**src/rtl/axis_data_fifo_if.sv**
```systemverilog
// AXI4-Stream bundle shared by the FIFO's upstream and downstream sides.
//   master modport : drives tvalid and the data fields, samples tready
//   slave modport  : samples tvalid and the data fields, drives tready
// Fields: tvalid, tready, tdata (TDATA_WIDTH*8), tstrb/tkeep (TDATA_WIDTH),
//         tlast, tid (TID_WIDTH), tdest (TDEST_WIDTH), tuser (TUSER_WIDTH)
interface axis_data_fifo_if #(
    parameter int TDATA_WIDTH = 4,
    parameter int TUSER_WIDTH = 1,
    parameter int TID_WIDTH   = 1,
    parameter int TDEST_WIDTH = 1
);
    logic                     tvalid;
    logic                     tready;
    logic [TDATA_WIDTH*8-1:0] tdata;
    logic [TDATA_WIDTH-1:0]   tstrb;
    logic [TDATA_WIDTH-1:0]   tkeep;
    logic                     tlast;
    logic [TID_WIDTH-1:0]     tid;
    logic [TDEST_WIDTH-1:0]   tdest;
    logic [TUSER_WIDTH-1:0]   tuser;

    modport master (
        output tvalid, tdata, tstrb, tkeep, tlast, tid, tdest, tuser,
        input  tready
    );

    modport slave (
        input  tvalid, tdata, tstrb, tkeep, tlast, tid, tdest, tuser,
        output tready
    );
endinterface

```
**src/rtl/axis_data_fifo.sv**
```systemverilog
// Synchronous first-word-fall-through AXI4-Stream FIFO with optional packet mode.
// Ports:
//   aclk, aresetn  : clock (rising edge), asynchronous active-low reset
//   s_axis         : upstream stream (slave side), s_axis.tready = not full
//   m_axis         : downstream stream (master side), head entry presented FWFT
//   data_count     : entries stored, 0..FIFO_DEPTH
//   pkt_count      : tlast beats currently stored
//   overflow       : registered 1-cycle pulse after a cycle with tvalid while full
// In packet mode the head is only released once a whole packet is stored, or
// when the FIFO is full with no complete packet (forced flush via draining).
module axis_data_fifo #(
    parameter int TDATA_WIDTH = 4,
    parameter int TUSER_WIDTH = 1,
    parameter int TID_WIDTH   = 1,
    parameter int TDEST_WIDTH = 1,
    parameter int FIFO_DEPTH  = 16,
    parameter int PACKET_MODE = 0
) (
    input  logic                        aclk,
    input  logic                        aresetn,
    axis_data_fifo_if.slave             s_axis,
    axis_data_fifo_if.master            m_axis,
    output logic [$clog2(FIFO_DEPTH):0] data_count,
    output logic [$clog2(FIFO_DEPTH):0] pkt_count,
    output logic                        overflow
);
    localparam int PW = $clog2(FIFO_DEPTH);
    localparam int CW = PW + 1;
    localparam int DW = TDATA_WIDTH * 8;
    localparam int EW = DW + 2 * TDATA_WIDTH + 1 + TID_WIDTH + TDEST_WIDTH + TUSER_WIDTH;

    logic [EW-1:0] mem [FIFO_DEPTH];
    logic [PW-1:0] wr_ptr;
    logic [PW-1:0] rd_ptr;
    logic          ready_en;
    logic          draining;
    logic          full;
    logic          wr;
    logic          rd;
    logic          wr_last;
    logic          rd_last;
    logic [EW-1:0] wr_entry;

    assign full    = (data_count == CW'(FIFO_DEPTH));
    assign wr      = s_axis.tvalid & s_axis.tready;
    assign rd      = m_axis.tvalid & m_axis.tready;
    assign wr_last = wr & s_axis.tlast;
    assign rd_last = rd & m_axis.tlast;

    // ready_en holds tready low until the first clock after reset release
    assign s_axis.tready = ready_en & ~full;

    assign wr_entry = {s_axis.tuser, s_axis.tdest, s_axis.tid, s_axis.tlast,
                       s_axis.tkeep, s_axis.tstrb, s_axis.tdata};

    assign {m_axis.tuser, m_axis.tdest, m_axis.tid, m_axis.tlast,
            m_axis.tkeep, m_axis.tstrb, m_axis.tdata} = mem[rd_ptr];

    always_comb begin
        m_axis.tvalid = (data_count != '0);
        if (PACKET_MODE != 0) begin
            m_axis.tvalid = (data_count != '0) & ((pkt_count != '0) | full | draining);
        end
    end

    // Storage is intentionally not reset
    always_ff @(posedge aclk) begin
        if (wr) begin
            mem[wr_ptr] <= wr_entry;
        end
    end

    always_ff @(posedge aclk or negedge aresetn) begin
        if (!aresetn) begin
            wr_ptr     <= '0;
            rd_ptr     <= '0;
            data_count <= '0;
            pkt_count  <= '0;
            draining   <= 1'b0;
            overflow   <= 1'b0;
            ready_en   <= 1'b0;
        end else begin
            ready_en <= 1'b1;
            overflow <= s_axis.tvalid & full;

            if (wr) begin
                wr_ptr <= wr_ptr + PW'(1);
            end
            if (rd) begin
                rd_ptr <= rd_ptr + PW'(1);
            end

            if (wr && !rd) begin
                data_count <= data_count + CW'(1);
            end else if (!wr && rd) begin
                data_count <= data_count - CW'(1);
            end

            if (wr_last && !rd_last) begin
                pkt_count <= pkt_count + CW'(1);
            end else if (!wr_last && rd_last) begin
                pkt_count <= pkt_count - CW'(1);
            end

            // Release of the tlast beat ends a forced flush
            if (rd_last) begin
                draining <= 1'b0;
            end else if (full && pkt_count == '0) begin
                draining <= 1'b1;
            end
        end
    end
endmodule
```
**src/flat_wrapper.sv**
```systemverilog
// flat-port wrapper written by rule: the top's interface ports become plain ports
module axis_data_fifo_flat 
#(
    parameter int TDATA_WIDTH = 4,
    parameter int TUSER_WIDTH = 1,
    parameter int TID_WIDTH   = 1,
    parameter int TDEST_WIDTH = 1,
    parameter int FIFO_DEPTH  = 16,
    parameter int PACKET_MODE = 0
)
  (aclk, aresetn, data_count, pkt_count, overflow, s_axis_tvalid, s_axis_tdata, s_axis_tstrb, s_axis_tkeep, s_axis_tlast, s_axis_tid, s_axis_tdest, s_axis_tuser, s_axis_tready, m_axis_tvalid, m_axis_tdata, m_axis_tstrb, m_axis_tkeep, m_axis_tlast, m_axis_tid, m_axis_tdest, m_axis_tuser, m_axis_tready);
  axis_data_fifo_if #(.TDATA_WIDTH(TDATA_WIDTH), .TUSER_WIDTH(TUSER_WIDTH), .TID_WIDTH(TID_WIDTH), .TDEST_WIDTH(TDEST_WIDTH)) s_axis_i ();
  axis_data_fifo_if #(.TDATA_WIDTH(TDATA_WIDTH), .TUSER_WIDTH(TUSER_WIDTH), .TID_WIDTH(TID_WIDTH), .TDEST_WIDTH(TDEST_WIDTH)) m_axis_i ();
  input  logic aclk;
  input  logic aresetn;
  output logic [$clog2(FIFO_DEPTH):0] data_count;
  output logic [$clog2(FIFO_DEPTH):0] pkt_count;
  output logic overflow;
  input wire logic [$bits(s_axis_i.tvalid)-1:0] s_axis_tvalid;
  input wire logic [$bits(s_axis_i.tdata)-1:0] s_axis_tdata;
  input wire logic [$bits(s_axis_i.tstrb)-1:0] s_axis_tstrb;
  input wire logic [$bits(s_axis_i.tkeep)-1:0] s_axis_tkeep;
  input wire logic [$bits(s_axis_i.tlast)-1:0] s_axis_tlast;
  input wire logic [$bits(s_axis_i.tid)-1:0] s_axis_tid;
  input wire logic [$bits(s_axis_i.tdest)-1:0] s_axis_tdest;
  input wire logic [$bits(s_axis_i.tuser)-1:0] s_axis_tuser;
  output wire logic [$bits(s_axis_i.tready)-1:0] s_axis_tready;
  output wire logic [$bits(m_axis_i.tvalid)-1:0] m_axis_tvalid;
  output wire logic [$bits(m_axis_i.tdata)-1:0] m_axis_tdata;
  output wire logic [$bits(m_axis_i.tstrb)-1:0] m_axis_tstrb;
  output wire logic [$bits(m_axis_i.tkeep)-1:0] m_axis_tkeep;
  output wire logic [$bits(m_axis_i.tlast)-1:0] m_axis_tlast;
  output wire logic [$bits(m_axis_i.tid)-1:0] m_axis_tid;
  output wire logic [$bits(m_axis_i.tdest)-1:0] m_axis_tdest;
  output wire logic [$bits(m_axis_i.tuser)-1:0] m_axis_tuser;
  input wire logic [$bits(m_axis_i.tready)-1:0] m_axis_tready;
  assign s_axis_i.tvalid = s_axis_tvalid;
  assign s_axis_i.tdata = s_axis_tdata;
  assign s_axis_i.tstrb = s_axis_tstrb;
  assign s_axis_i.tkeep = s_axis_tkeep;
  assign s_axis_i.tlast = s_axis_tlast;
  assign s_axis_i.tid = s_axis_tid;
  assign s_axis_i.tdest = s_axis_tdest;
  assign s_axis_i.tuser = s_axis_tuser;
  assign s_axis_tready = s_axis_i.tready;
  assign m_axis_tvalid = m_axis_i.tvalid;
  assign m_axis_tdata = m_axis_i.tdata;
  assign m_axis_tstrb = m_axis_i.tstrb;
  assign m_axis_tkeep = m_axis_i.tkeep;
  assign m_axis_tlast = m_axis_i.tlast;
  assign m_axis_tid = m_axis_i.tid;
  assign m_axis_tdest = m_axis_i.tdest;
  assign m_axis_tuser = m_axis_i.tuser;
  assign m_axis_i.tready = m_axis_tready;
  axis_data_fifo #(.TDATA_WIDTH(TDATA_WIDTH), .TUSER_WIDTH(TUSER_WIDTH), .TID_WIDTH(TID_WIDTH), .TDEST_WIDTH(TDEST_WIDTH), .FIFO_DEPTH(FIFO_DEPTH), .PACKET_MODE(PACKET_MODE)) u_core (.aclk(aclk), .aresetn(aresetn), .s_axis(s_axis_i), .m_axis(m_axis_i), .data_count(data_count), .pkt_count(pkt_count), .overflow(overflow));
endmodule
```
**config.mk**
```make
export PLATFORM = sky130hd
export DESIGN_NAME = axis_data_fifo_flat
export DESIGN_NICKNAME = d
export VERILOG_FILES = /design/src/rtl/axis_data_fifo_if.sv /design/src/rtl/axis_data_fifo.sv /design/src/flat_wrapper.sv
export SDC_FILE = /design/constraint.sdc
export NUM_CORES = 1
export LEC_CHECK = 0
export BUFFER_PORTS_ARGS = -buffer_cell sky130_fd_sc_hd__buf_2
export CORE_MARGIN = 2
export CORE_UTILIZATION = 25
export DETAILED_ROUTE_END_ITERATION = 8
export PLACE_DENSITY = 0.42
export SLEW_MARGIN = 20
export SYNTH_ARGS = -nofsm -noshare
export SYNTH_HDL_FRONTEND = slang
export SYNTH_SLANG_ARGS = --single-unit
```
**constraint.sdc**
```tcl
create_clock -name aclk -period 6.1 [get_ports aclk]
set_input_delay 1.22 -clock aclk [delete_from_list [all_inputs] [get_ports aclk]]
set_output_delay 1.22 -clock aclk [all_outputs]
set_load 0.03 [all_outputs]
```
==> flow_metrics.tcl <==
set metrics [dict create \
    outcome "completed" \
    gp_congestion 0.687 \
    cp_max_fo 41 \
    crit_required_ns 4.88 \
    holdBufCountCts 0 \
    clk_latency_ns 0.62 \
    dr.pass1.iters 4 \
    async_flop_share 0.0276 \
    p_sw_frac 0.328 \
    place_ws_ns 2.22 \
    io_pins 105 \
    die-height_um 336 \
    ys_warn_count 0 \
    grt_max_degree 68 \
    fin_tns_setup_ns 0 \
    clk_path_buf_depth 3 \
    place_area_um2 30000 \
    hpwl_um 37100 \
    crit_start "u_core.rd_ptr[1]$_DFFE_PN0P_" \
    p_leak_uw 0.0102 \
    gr-usage-all-layers 0.126 \
    hold_path_class "flip-flop to flip-flop" \
    startpoint_type "flip-flop" \
    drt_iter0_drc 693 \
    gr-total-overflow 0 \
    synth_cell_types 43 \
    crit_cells 5 \
    setup_slack_ns 1.67 \
    setup_viol 0 \
    ys_seq_area_frac 0.784 \
    path_delay_family "flip-flops" \
    finalNonFillerCells 2900 \
    clock_power_share 0.305 \
    postSynthCellCount 1218 \
    p_total_uw 15300 \
    postCtsSetupBuffers 0 \
    worst_clock_skew_ns 0.0260 \
    dieWidth_um 336 \
    critical_path.cell_chain "buf_4 > mux4_2 > a22oi_1 > nand2_1 > buf_2" \
    cpPeakStageDelay_ns 0.86 \
    vdd_drop_max_mv 0.234 \
    cts_tree "yes" \
    fmax_ghz 0.226 \
    top_usage_layer "met2" \
    wire_per_inst_um 24.3 \
    power_frac_seq 0.393 \
    rows 121 \
    synth.ff_latch_count 724 \
    reg2reg_depth 10 \
    cts_resized 0 \
    met1_usage 0.156 \
    p_switching_uw 5020 \
    grt_antenna_before_repair 12 \
    hold_viol 0 \
    period_minus_slack_ns 4.43 \
    ctsHtreeMaxLevel 3 \
    cts_sinks 724 \
    grt_pass1_vias 14086 \
    relSlewSlack 0.265 \
    vias_per_cell 4.41 \
    synth_edf_count 704 \
    seq_area_um2 21600 \
    r2r-start "u_core.data_count[1]$_DFFE_PN0P_" \
    wl_um 70400 \
    fin_crit_sh 0.726 \
    r2r_slack_ns 2.23 \
    path_class "flip-flop to output port" \
    start_util 0.253 \
    core-area_um2 109000 \
    synth_area_per_cell_um2 22.7 \
    fillCellCount 10638 \
    io_buffers 104 \
    final_cell_area_um2 32600 \
    end_kind "output port" \
    postRouteAntennaNets 0 \
    synthFlopType "edfxtp_1" \
    cp_slowest_cell "dfrtp_4" \
    path_buf_inv 2 \
    power.internal_uw 10300 \
    arrival_ns 3.21 \
    maxCapViolCount 0 \
    dieArea_um2 113000 \
    multiInputGateArea_um2 5720 \
    dp.cells 2759 \
    powerDensity_nw_per_um2 470 \
    syn_nets 1281 \
    route.detailed.drc 0 \
    nets 1429 \
    clk_pin_slew_ns 0.06 \
    vias 12794 \
    use_met2 0.226 \
    grt_use_met3 0.0211 \
    grt_pass1_wl_um 101000 \
    area_growth_pct 17.9 \
    crit_end "m_axis_tdata[0]" \
    cts_buffers 81 \
    clockRootBuffer "clkbuf_16" \
    rsz0062_at_grt "no" \
    syn_area_um2 27600 \
    drv_slew 0 \
    worst_pin_slew_ns 1.10 \
    p_comb_frac 0.302 \
    timing.rr.end "u_core.pkt_count[4]$_DFFE_PN0P_" \
    layout-drive-gt1-share 0.313 \
]
[worst register-to-register path: stages, from the launching register on]
cell,delay (ns)
dfrtp_1,0.44
or4_4,0.57
o211ai_2,0.86
inv_2,0.20
and2_1,0.23
ha_1,0.21
inv_1,0.17
ha_1,0.30
a21o_1,0.22
a2111oi_0,0.41
o31ai_1,0.13
[layout make-up]
cell class / instances / share of cell area
antenna: 1 / 0.0000768
clock buffer: 91 / 0.0641
clock inverter: 49 / 0.0133
inverter: 9 / 0.00104
multi-input combinational: 418 / 0.176
sequential: 724 / 0.665
tap: 1476 / 0.0567
timing repair buffer: 132 / 0.0244
[worst min path at each step]
stage	start	to	slack, ns	cells past startpoint
after floorplan	u_core.wr_ptr[0]$_DFFE_PN0P_	u_core.wr_ptr[3]$_DFFE_PN0P_	0.57	2
after global placement	u_core.pkt_count[3]$_DFFE_PN0P_	u_core.pkt_count[3]$_DFFE_PN0P_	0.53	2
after detailed placement	u_core.pkt_count[2]$_DFFE_PN0P_	u_core.pkt_count[2]$_DFFE_PN0P_	0.53	2
after CTS	aresetn	u_core.overflow$_DFF_PN0_	0.54	1
after global routing	u_core.pkt_count[2]$_DFFE_PN0P_	u_core.pkt_count[2]$_DFFE_PN0P_	0.57	2
final	u_core.pkt_count[3]$_DFFE_PN0P_	u_core.pkt_count[3]$_DFFE_PN0P_	0.53	2
[metrics by stage]
step	util	hold WS [ns]
after floorplan	-	0.574
after global placement	0.275	0.535
after detailed placement	0.275	0.528
after CTS	0.298	0.540
after global routing	0.298	0.568
final	0.298	0.533
[per-layer routing]
layer,part of all wire,vias up
li1,-,5472
met1,0.42,6969
met2,0.52,231
met3,0.033,114
met4,0.022,8
met5,0.00068,-
[power by group through the flow]
stage,Clock (uW),Combinational [uW],Sequential [uW]
floorplan,0,3280,6040
global placement,0,4840,6120
detailed placement,0,4830,6130
CTS,4810,4840,6030
global route,5000,5040,6060
finish,4670,4630,6020
[cells in the mapped netlist (7+ instances only)]
cell type,instances,share of area
mux4_2,176,0.14
nand3_1,7,0.0013
edfxtp_1,704,0.77
nor2_1,7,0.00095
buf_2,15,0.0027
a22oi_1,86,0.023
nand2_1,57,0.0077
o21ai_0,7,0.0013
nor3_1,7,0.0013
ha_1,13,0.0059
dfrtp_1,20,0.018
clkbuf_1,35,0.0048
xnor2_1,7,0.0022
buf_4,8,0.0022
inv_1,8,0.0011
[logic make-up (layout without fill, tap and decap cells)]
| logic type | Yosys count | count (layout) | share of synthesized area |
|---|---|---|---|
| AO/OA/AOI/OAI | 112 | 112 | 0.0301 |
| XOR/XNOR | 12 | 12 | 0.00381 |
| adder cells (fa/ha/maj) | 15 | 15 | 0.00734 |
| buffers and inverters | 76 | 281 | 0.0137 |
| flip-flops | 724 | 724 | 0.784 |
| multiplexers | 180 | 180 | 0.145 |
| other | 1 | 2 | 0.000136 |
| AND/OR/NAND/NOR | 98 | 98 | 0.0163 |
[sequential cells by signal, indices dropped and copies added, names as in the netlist]
name               flops
u_core.rd_ptr          4
u_core.pkt_count       5
u_core.overflow        1
u_core.wr_ptr          4
u_core.ready_en        1
u_core.mem           704
u_core.data_count      5
[cells in the final DEF (no fill, tap or decap), types with 2 or more instances in the layout]
cell type,synthesis,routed
mux4_2,176,176
bufinv_16,0,7
edfxtp_1,704,704
nor4b_2,0,4
fa_1,2,2
o21ai_0,7,7
clkbuf_1,35,9
and3_1,6,2
nand2_1,57,57
clkbuf_16,0,82
xor2_1,5,5
clkinv_4,0,2
inv_6,0,3
a22oi_1,86,86
nor3_1,7,3
clkinv_2,0,10
buf_12,0,5
xnor2_1,7,7
clkinv_1,0,22
mux2i_1,2,2
a21o_1,3,3
nor2_4,0,5
nor3_2,0,4
ha_1,13,13
nor2_1,7,2
inv_1,8,8
nor2b_4,0,2
o2111ai_1,3,3
nor2b_1,4,2
mux2_2,2,2
clkinvlp_4,0,4
dfrtp_1,20,18
nand3_1,7,7
buf_2,15,104
a21oi_1,4,4
buf_4,8,23
and3_4,0,4
dfrtp_4,0,2
(Power assumes the default switching activity.)
